$ cat src/rtl/fetch_control_unit_if.sv
// Fetch/decode bundle between fetch_control_unit and the ROM/datapath side.
// master = the fetch unit (drives PC and controls), slave = ROM/datapath.
interface fetch_control_unit_if #(
   parameter int D = 12,
   parameter int A = 4
);
   logic [8:0]   mach_code;
   logic         one;
   logic [D-1:0] prog_ctr;
   logic [1:0]   InstType;
   logic         BranchInst;
   logic         MemRead;
   logic         MemWrite;
   logic         ALUSrc;
   logic         RegWrite;
   logic         MemtoReg;
   logic         isaddi;
   logic         ismovr;
   logic [A-1:0] ALUOp;
   logic         done;

   modport master (
      input  mach_code, one,
      output prog_ctr, InstType, BranchInst, MemRead, MemWrite, ALUSrc,
             RegWrite, MemtoReg, isaddi, ismovr, ALUOp, done
   );

   modport slave (
      output mach_code, one,
      input  prog_ctr, InstType, BranchInst, MemRead, MemWrite, ALUSrc,
             RegWrite, MemtoReg, isaddi, ismovr, ALUOp, done
   );
endinterface

$ cat src/rtl/fetch_control_unit.sv
// Program counter, branch-target LUT, lagging "one" flag and opcode decoder
// for the 9-bit single-cycle core.
module fetch_control_unit #(
   parameter int D         = 12,
   parameter int A         = 4,
   parameter int DONE_ADDR = 31
) (
   input  logic                  clk,
   input  logic                  reset,
   fetch_control_unit_if.master  bus
);

   localparam logic [4:0] OP_ADD  = 5'b00000;
   localparam logic [4:0] OP_SUB  = 5'b00001;
   localparam logic [4:0] OP_AND  = 5'b00010;
   localparam logic [4:0] OP_OR   = 5'b00011;
   localparam logic [4:0] OP_XOR  = 5'b00100;
   localparam logic [4:0] OP_SHL  = 5'b00101;
   localparam logic [4:0] OP_SHR  = 5'b00110;
   localparam logic [4:0] OP_CMP  = 5'b00111;
   localparam logic [4:0] OP_LW   = 5'b01000;
   localparam logic [4:0] OP_SW   = 5'b01001;
   localparam logic [4:0] OP_ADDI = 5'b01010;
   localparam logic [4:0] OP_MOVR = 5'b01011;
   localparam logic [4:0] OP_BEQ  = 5'b01100;
   localparam logic [4:0] OP_JMP  = 5'b01101;
   localparam logic [4:0] OP_BRR  = 5'b01110;

   logic [4:0]   op;
   logic [D-1:0] pc_p0;
   logic         one_q_p0;
   logic [D-1:0] target;
   logic [D-1:0] pc_nxt;
   logic         absj;
   logic         relj;

   logic [1:0]   inst_type;
   logic         branch_inst;
   logic         mem_read;
   logic         mem_write;
   logic         alu_src;
   logic         reg_write;
   logic         mem_to_reg;
   logic         is_addi;
   logic         is_movr;
   logic [A-1:0] alu_op;
   logic         is_beq;
   logic         is_jmp;
   logic         is_brr;

   // Branch-target table: 4-bit index selects an address nibble, scaled by 16.
   function automatic logic [3:0] pc_lut(input logic [3:0] idx);
      logic [3:0] addr;
      case (idx)
         4'd0:    addr = 4'd0;
         4'd1:    addr = 4'd1;
         4'd2:    addr = 4'd2;
         4'd3:    addr = 4'd3;
         4'd4:    addr = 4'd4;
         4'd5:    addr = 4'd5;
         4'd6:    addr = 4'd6;
         4'd7:    addr = 4'd7;
         4'd8:    addr = 4'd8;
         4'd9:    addr = 4'd9;
         4'd10:   addr = 4'd10;
         4'd11:   addr = 4'd11;
         4'd12:   addr = 4'd12;
         4'd13:   addr = 4'd13;
         4'd14:   addr = 4'd14;
         default: addr = 4'd15;
      endcase
      return addr;
   endfunction

   // PC arithmetic wraps modulo 2^D.
   function automatic logic [D-1:0] pc_add(input logic [D-1:0] a,
                                           input logic [D-1:0] b);
      return a + b;
   endfunction

   assign op     = bus.mach_code[8:4];
   assign target = D'({pc_lut(bus.mach_code[3:0]), 4'b0000});

   always_comb begin
      inst_type   = 2'b00;
      branch_inst = 1'b0;
      mem_read    = 1'b0;
      mem_write   = 1'b0;
      alu_src     = 1'b0;
      reg_write   = 1'b0;
      mem_to_reg  = 1'b0;
      is_addi     = 1'b0;
      is_movr     = 1'b0;
      alu_op      = '0;
      is_beq      = 1'b0;
      is_jmp      = 1'b0;
      is_brr      = 1'b0;
      if (op[4:3] == 2'b11) begin
         inst_type = 2'b10;
         reg_write = 1'b1;
      end else begin
         case (op)
            OP_ADD: begin reg_write = 1'b1; alu_op = A'(4'b0000); end
            OP_SUB: begin reg_write = 1'b1; alu_op = A'(4'b0001); end
            OP_AND: begin reg_write = 1'b1; alu_op = A'(4'b0010); end
            OP_OR:  begin reg_write = 1'b1; alu_op = A'(4'b0011); end
            OP_XOR: begin reg_write = 1'b1; alu_op = A'(4'b0100); end
            OP_SHL: begin reg_write = 1'b1; alu_op = A'(4'b0101); end
            OP_SHR: begin reg_write = 1'b1; alu_op = A'(4'b0110); end
            OP_CMP: alu_op = A'(4'b0111);
            OP_LW: begin
               inst_type  = 2'b01;
               mem_read   = 1'b1;
               mem_to_reg = 1'b1;
               reg_write  = 1'b1;
               alu_op     = A'(4'b1000);
            end
            OP_SW: begin
               mem_write = 1'b1;
               alu_op    = A'(4'b1000);
            end
            OP_ADDI: begin
               alu_src   = 1'b1;
               is_addi   = 1'b1;
               reg_write = 1'b1;
            end
            OP_MOVR: begin
               is_movr   = 1'b1;
               reg_write = 1'b1;
               alu_op    = A'(4'b1001);
            end
            OP_BEQ: begin
               inst_type   = 2'b11;
               branch_inst = 1'b1;
               is_beq      = 1'b1;
            end
            OP_JMP: begin
               inst_type = 2'b11;
               is_jmp    = 1'b1;
            end
            OP_BRR: begin
               inst_type = 2'b11;
               is_brr    = 1'b1;
            end
            default: ;
         endcase
      end
   end

   // Branches consume the flag captured on the previous edge, so a CMP
   // steers the branch that follows it.
   assign absj = (is_beq & one_q_p0) | is_jmp;
   assign relj = is_brr & one_q_p0;

   always_comb begin
      pc_nxt = pc_add(pc_p0, D'(1));
      if (absj)      pc_nxt = target;
      else if (relj) pc_nxt = pc_add(pc_p0, target);
   end

   // Stage p0: PC and flag registers.
   always_ff @(posedge clk or posedge reset) begin
      if (reset) begin
         pc_p0    <= '0;
         one_q_p0 <= 1'b0;
      end else begin
         pc_p0    <= pc_nxt;
         one_q_p0 <= bus.one;
      end
   end

   assign bus.prog_ctr   = pc_p0;
   assign bus.done       = (pc_p0 == D'(DONE_ADDR));
   assign bus.InstType   = inst_type;
   assign bus.BranchInst = branch_inst;
   assign bus.MemRead    = mem_read;
   assign bus.MemWrite   = mem_write;
   assign bus.ALUSrc     = alu_src;
   assign bus.RegWrite   = reg_write;
   assign bus.MemtoReg   = mem_to_reg;
   assign bus.isaddi     = is_addi;
   assign bus.ismovr     = is_movr;
   assign bus.ALUOp      = alu_op;

endmodule

$ cat src/flat_wrapper.sv
// flat-port wrapper written by rule: the top's interface ports become plain ports
module fetch_control_unit_flat 
#(
   parameter int D         = 12,
   parameter int A         = 4,
   parameter int DONE_ADDR = 31
)
  (clk, reset, bus_mach_code, bus_one, bus_prog_ctr, bus_InstType, bus_BranchInst, bus_MemRead, bus_MemWrite, bus_ALUSrc, bus_RegWrite, bus_MemtoReg, bus_isaddi, bus_ismovr, bus_ALUOp, bus_done);
  fetch_control_unit_if #(.D(D), .A(A)) bus_i ();
  input  logic clk;
  input  logic reset;
  input wire logic [$bits(bus_i.mach_code)-1:0] bus_mach_code;
  input wire logic [$bits(bus_i.one)-1:0] bus_one;
  output wire logic [$bits(bus_i.prog_ctr)-1:0] bus_prog_ctr;
  output wire logic [$bits(bus_i.InstType)-1:0] bus_InstType;
  output wire logic [$bits(bus_i.BranchInst)-1:0] bus_BranchInst;
  output wire logic [$bits(bus_i.MemRead)-1:0] bus_MemRead;
  output wire logic [$bits(bus_i.MemWrite)-1:0] bus_MemWrite;
  output wire logic [$bits(bus_i.ALUSrc)-1:0] bus_ALUSrc;
  output wire logic [$bits(bus_i.RegWrite)-1:0] bus_RegWrite;
  output wire logic [$bits(bus_i.MemtoReg)-1:0] bus_MemtoReg;
  output wire logic [$bits(bus_i.isaddi)-1:0] bus_isaddi;
  output wire logic [$bits(bus_i.ismovr)-1:0] bus_ismovr;
  output wire logic [$bits(bus_i.ALUOp)-1:0] bus_ALUOp;
  output wire logic [$bits(bus_i.done)-1:0] bus_done;
  assign bus_i.mach_code = bus_mach_code;
  assign bus_i.one = bus_one;
  assign bus_prog_ctr = bus_i.prog_ctr;
  assign bus_InstType = bus_i.InstType;
  assign bus_BranchInst = bus_i.BranchInst;
  assign bus_MemRead = bus_i.MemRead;
  assign bus_MemWrite = bus_i.MemWrite;
  assign bus_ALUSrc = bus_i.ALUSrc;
  assign bus_RegWrite = bus_i.RegWrite;
  assign bus_MemtoReg = bus_i.MemtoReg;
  assign bus_isaddi = bus_i.isaddi;
  assign bus_ismovr = bus_i.ismovr;
  assign bus_ALUOp = bus_i.ALUOp;
  assign bus_done = bus_i.done;
  fetch_control_unit #(.D(D), .A(A), .DONE_ADDR(DONE_ADDR)) u_core (.clk(clk), .reset(reset), .bus(bus_i));
endmodule
$ cat config.mk
export PLATFORM = sky130hd
export DESIGN_NAME = fetch_control_unit_flat
export DESIGN_NICKNAME = d
export VERILOG_FILES = /design/src/rtl/fetch_control_unit_if.sv /design/src/rtl/fetch_control_unit.sv /design/src/flat_wrapper.sv
export SDC_FILE = /design/constraint.sdc
export NUM_CORES = 1
export LEC_CHECK = 0
export CORE_ASPECT_RATIO = 1.25
export CORE_MARGIN = 5
export CORE_UTILIZATION = 51
export CTS_BUF_LIST = sky130_fd_sc_hd__clkbuf_4 sky130_fd_sc_hd__clkbuf_8
export DETAILED_ROUTE_END_ITERATION = 12
export PLACE_DENSITY = 0.95
export SLEW_MARGIN = 15
export SYNTH_ARGS = -nofsm -noshare
export SYNTH_HDL_FRONTEND = slang
export SYNTH_SLANG_ARGS = --single-unit
$ cat constraint.sdc
create_clock -name clk -period 4.13 [get_ports clk]
set_clock_uncertainty 0.05 [all_clocks]
set_input_delay 1.239 -clock clk [delete_from_list [all_inputs] [get_ports clk]]
set_output_delay 1.239 -clock clk [all_outputs]
set_load 0.005 [all_outputs]
### Word level (Yosys, flattened, before mapping)

Memory sizes are Yosys's and may differ from the RTL's.
Cells that the tools add are included.

| word-level totals | value |
|---|---|
| bits in registers | 13 |
| bits in read-only memories | 64 |
| logic and storage cells | 50 |
| memories kept | 1 |

Memory list:

| name | words | bits a word | rd ports | clocked after Yosys merged registers in | wr ports | RTL line | source |
|---|---|---|---|---|---|---|---|
| (name not given) | 16 | 4 | 1 | 0 | 0 | fetch_control_unit.sv:54 | `case (idx)` |

| cells by class | value |
|---|---|
| $add $sub $neg | 2 |
| equality and inequality tests | 16 |
| muxes and demuxes | 22 |
| bitwise gates (word level) | 3 |
| reduce and logical (&&, ||, !) cells | 4 |

Operator list:

| cell | number |
|---|---|
| case mux 4 bit (9 select lines) | 1 |
| == test 5 x 4 -> 1 bit (second input constant) | 7 |
| two-way mux 12 bit | 2 |
| == test 5 x 3 -> 1 bit (second input constant) | 4 |
| two-way mux 1 bit | 16 |
| adder 12 x 1 -> 12 bit (second input constant) | 1 |
| adder 12 x 8 -> 12 bit | 1 |
| == test 12 x 5 -> 1 bit (second input constant) | 1 |
| == test 5 x 2 -> 1 bit (second input constant) | 2 |
| OR reduction 10 bit | 1 |
| == test 5 x 1 -> 1 bit (second input constant) | 1 |
| logical NOT 5 bit | 1 |
| two-way mux 4 bit | 1 |
| case mux 2 bit (2 select lines) | 1 |
| OR reduction 3 bit | 1 |
| AND 1 bit | 2 |
| == test 2 bit (second input constant) | 1 |
| two-way mux 2 bit | 1 |
| OR reduction 2 bit | 1 |
| bitwise OR 1 bit | 1 |

### Longest topological paths before layout

| depth | value |
|---|---|
| depth after elaboration | 6 |
| depth in mapped cells | 7 |
| mapped depth without buffers | 7 |

### Worst setup path after synthesis

No wires, ideal clock.

| path | value |
|---|---|
| path type | input port to output port |
| from | in bus_mach_code[7] |
| to | out bus_MemtoReg |
| arrival time | 2.160 ns |
| setup slack | 0.681 ns |
| stages on the path | 4 |
| buffers on the path | 2 |
| cell sequence | buf_4 -> or2b_2 -> nor4_1 -> buf_4 |

| between the ends | value |
|---|---|
| cells in the longest elaborated chain, start to end | 3 |
| elaborated cells on any way between the ends | 4 |
| those cells by class | eq/ne (2); mux (2) |

RTL lines:

| what | RTL line | source |
|---|---|---|
| start, declared | flat_wrapper.sv:12 | `input wire logic [$bits(bus_i.mach_code)-1:0] bus_mach_code;` |
| == test 5 x 4 -> 1 bit | n/a |  |
| two-way mux 1 bit | n/a |  |
| two-way mux 1 bit * | n/a |  |
| end, declared | flat_wrapper.sv:21 | `output wire logic [$bits(bus_i.MemtoReg)-1:0] bus_MemtoReg;` |

Mark *: on every way between the ends. The rest lies on a longest branch, timed or not.

### Final worst setup path

| path | value |
|---|---|
| from | in bus_mach_code[7] |
| to | out bus_isaddi |

| between the ends | value |
|---|---|
| cells in the longest elaborated chain, start to end | 3 |
| elaborated cells on any way between the ends | 4 |
| those cells by class | eq/ne (2); mux (2) |

RTL lines:

| what | RTL line | source |
|---|---|---|
| == test 5 x 4 -> 1 bit | fetch_control_unit.sv:102 | `case (op)` |
| two-way mux 1 bit | fetch_control_unit.sv:102 |  |
| two-way mux 1 bit * | fetch_control_unit.sv:98 | `if (op[4:3] == 2'b11) begin` |
| end, declared | flat_wrapper.sv:22 | `output wire logic [$bits(bus_i.isaddi)-1:0] bus_isaddi;` |

Marked as above.

==> flow_summary.toml <==
[pwr]
p_leak_nw = 0.766
irDropWorstVdd_mv = 0.363
powerDensity_nw_per_um2 = 447

[clocking]
hold_buffers = 0
h-tree-depth = 1
clk-insertion-delay-late_ns = 0.28
cts_tree = "built"
clk_root_buffer_cell = "clkbuf_4"
clkTransAtPathRegs_ns = 0.08
numClockSinks = 13
clockBufferDepth = 2
cts_buffers = 3

[synthesis]
yosysSeqAreaShare_pct = 27.6
ys_ff_latch = 13
synth_top_area_share_pct = 27.6
yosysTopAreaCell = "dfrtp_1"
synth_cell_types = 44
synth_area_sq_um = 1180
syn_avg_cell_area_sq_um = 8.18
yosysWarnings = 0
synthCells = 144
synth_fp_nets = 162
synth_area_leaders = "dfrtp_1 (28%), ha_1 (5.3%), nand2_1 (5.1%), a21oi_1 (3.4%), mux2i_1 (3.4%)"

[drt]
routed_wl_um = 3420
drt_iter0_drc = 53
post_drt_wl_per_cell_um = 15.7
drt.antenna.violating_nets = 0
num_vias = 1263
firstDrtPassIters = 4
vias_per_cell = 5.82
drc = 0

[placement]
gp_congestion = 0.870
dpl.hpwl_um = 2560
placement.io_buffers = 38
dpl_cell_area_sq_um = 1600

[final_layout]
nets = 205
stdcell_area_sq_um = 1670
layout_common_cells = "clkdlybuf4s50_1 (29), nand2_1 (16), dfrtp_1 (13)"
regArea_sq_um = 325
final_core_util_pct = 75.7
area_growth_pct = 42.2
drive_gt1_share_pct = 12.4
multi_input_area_sq_um = 791
final_common_cell = "clkdlybuf4s50_1"
fill_cells = 168
diodes = 0

[worst_setup_path]
cp-end-kind = "output port"
cp_max_fo = 10
path_cells = "clkdlybuf4s50_1 -> buf_4 -> nand2b_1 -> nor4_4 -> clkdlybuf4s50_1"
crit_path_frequent_cell = "clkdlybuf4s50_1"
arrival_ns = 2.77
cp_slowest_cell = "clkdlybuf4s50_1"
max_stage_delay_ns = 0.55
cp_data_required_time_ns = 2.84
worstSetupPathType = "in2out"
cp-start-kind = "input pin"

[floorplanning]
pin_count = 39
dieArea_sq_um = 3380
start_util_pct = 53.3
die_w_um = 53.0
core-area_sq_um = 2210
num_rows = 19
die_h_um = 63.7

[global_route]
grt_max_degree = 14
gr-usage-all-layers_pct = 21.2
first_global_vias = 1264
antenna_found_initial = 0
grt_pass1_wl_um = 5590
grt-ovfl-total = 0

[sta]
setup_viol = 0
finalCritPeriodShare_pct = 98.3
finalMaxSlewViolations = 0
worst_pin_slew_ns = 0.518
layout_min_cycle_time_ns = 4.06
relSlewSlack_pct = 65.4
hold_viol_final = 0
fmax_mhz = 246

[run]
drv_cap = 0

[outcome]
outcome = "completed"

[min_path]
hp-class = "reg2reg"
## cell usage after synthesis, drive strengths merged
| master | count |
|---|---|
| a211oi | 4 |
| nand2b | 4 |
| a21oi | 8 |
| or3 | 1 |
| o31ai | 1 |
| and2 | 1 |
| nor4b | 1 |
| a22oi | 1 |
| buf | 7 |
| o21a | 1 |
| inv | 6 |
| a211o | 1 |
| or4 | 1 |
| dfrtp | 13 |
| nand4 | 1 |
| and4 | 1 |
| nor3 | 7 |
| a221oi | 1 |
| xnor2 | 4 |
| o21ai | 3 |
| ha | 5 |
| o32ai | 2 |
| nor3b | 3 |
| a22o | 1 |
| nor2 | 10 |
| or2b | 5 |
| a21o | 2 |
| clkbuf | 3 |
| or2 | 2 |
| a31oi | 1 |
| nand2 | 17 |
| nor4 | 6 |
| and3 | 4 |
| o31a | 2 |
| nand3 | 6 |
| mux2i | 4 |
| a21boi | 3 |
| fa | 1 |
## power by group
group	internal (mW)	switching, mW
Sequential	0.175	0.0846
Combinational	0.219	0.182
Clock	0.0441	0.0443
Total	0.438	0.311
## what timing repair did
action	4_1_cts	5_1_grt
buffers inserted	0	0
setup endpoints to repair	7	10
gates resized for setup	5	10
## metrics by stage
| step | power, mW | setup slack (ns) | std cells | hold slack [ns] | TNS, ns |
|---|---|---|---|---|---|
| final | 0.749 | 0.0694 | 217 | 0.525 | 0 |
| after global routing | 0.812 | -0.00524 | 217 | 0.552 | -0.00524 |
| after CTS | 0.746 | 0.00277 | 217 | 0.526 | 0 |
| after detailed placement | 0.655 | -0.0524 | 213 | 0.510 | -0.141 |
| after global placement | 0.628 | -0.0241 | 213 | 0.502 | -0.0241 |
| after floorplan | 0.467 | 0.681 | 144 | 0.497 | 0 |
## worst paths after layout
check / start / end / slack [ns] / cells after the start
max in group asynchronous: reset / u_core.bus.prog_ctr[9] / 2.46 / 2
min reg2reg: u_core.bus.prog_ctr[11] / u_core.bus.prog_ctr[11] / 0.53 / 2
min in group asynchronous: reset / u_core.bus.prog_ctr[2] / 1.23 / 2
max: bus_mach_code[7] / bus_isaddi / 0.07 / 5
min: u_core.bus.prog_ctr[11] / u_core.bus.prog_ctr[11] / 0.53 / 2
max reg2reg: u_core.bus.prog_ctr[5] / u_core.bus.prog_ctr[10] / 2.05 / 6
## cell type report
type                    instances  share of cell area, %
flip-flops and latches         13                   19.4
inverters                       6                   1.35
repair buffers                 48                   27.9
multi-input cells             115                   47.2
clock buffers                   4                   1.79
well taps                      31                   2.32
## layer usage
| layer | wire, um | share of wire (%) | GRT usage, % | vias up |
|---|---|---|---|---|
| met3 | 296 | 8.7 | 3.30 | 13 |
| met1 | 1180 | 35 | 22.7 | 586 |
| met2 | 1850 | 54 | 38.8 | 61 |
| met4 | 87 | 2.5 | 9.90 | 0 |
| li1 | - | - | - | 603 |
| met5 | 0 | 0 | 0 | - |
## worst max-delay path, delay by kind of cell
| kind | cells | cell delay [ns] |
|---|---|---|
| buffers and inverters | 3 | 1.21 |
| AND/OR/NAND/NOR | 2 | 0.32 |
## sequential cells by signal, summed over array words and instances, names as in the netlist
register             cells
u_core.bus.prog_ctr     12
u_core.one_q_p0          1
## cell families after synthesis
family	after synthesis	share of synthesized area, %
adders and majority gates	6	7.01
AOI/OAI and AO/OA	31	18.5
xor gates and xnor gates	4	2.98
buffers and inverters	16	7.76
and+or+nand+nor	70	32.7
DFF	13	27.6
muxes	4	3.40
No activity file was read; power rests on OpenSTA's default activity.
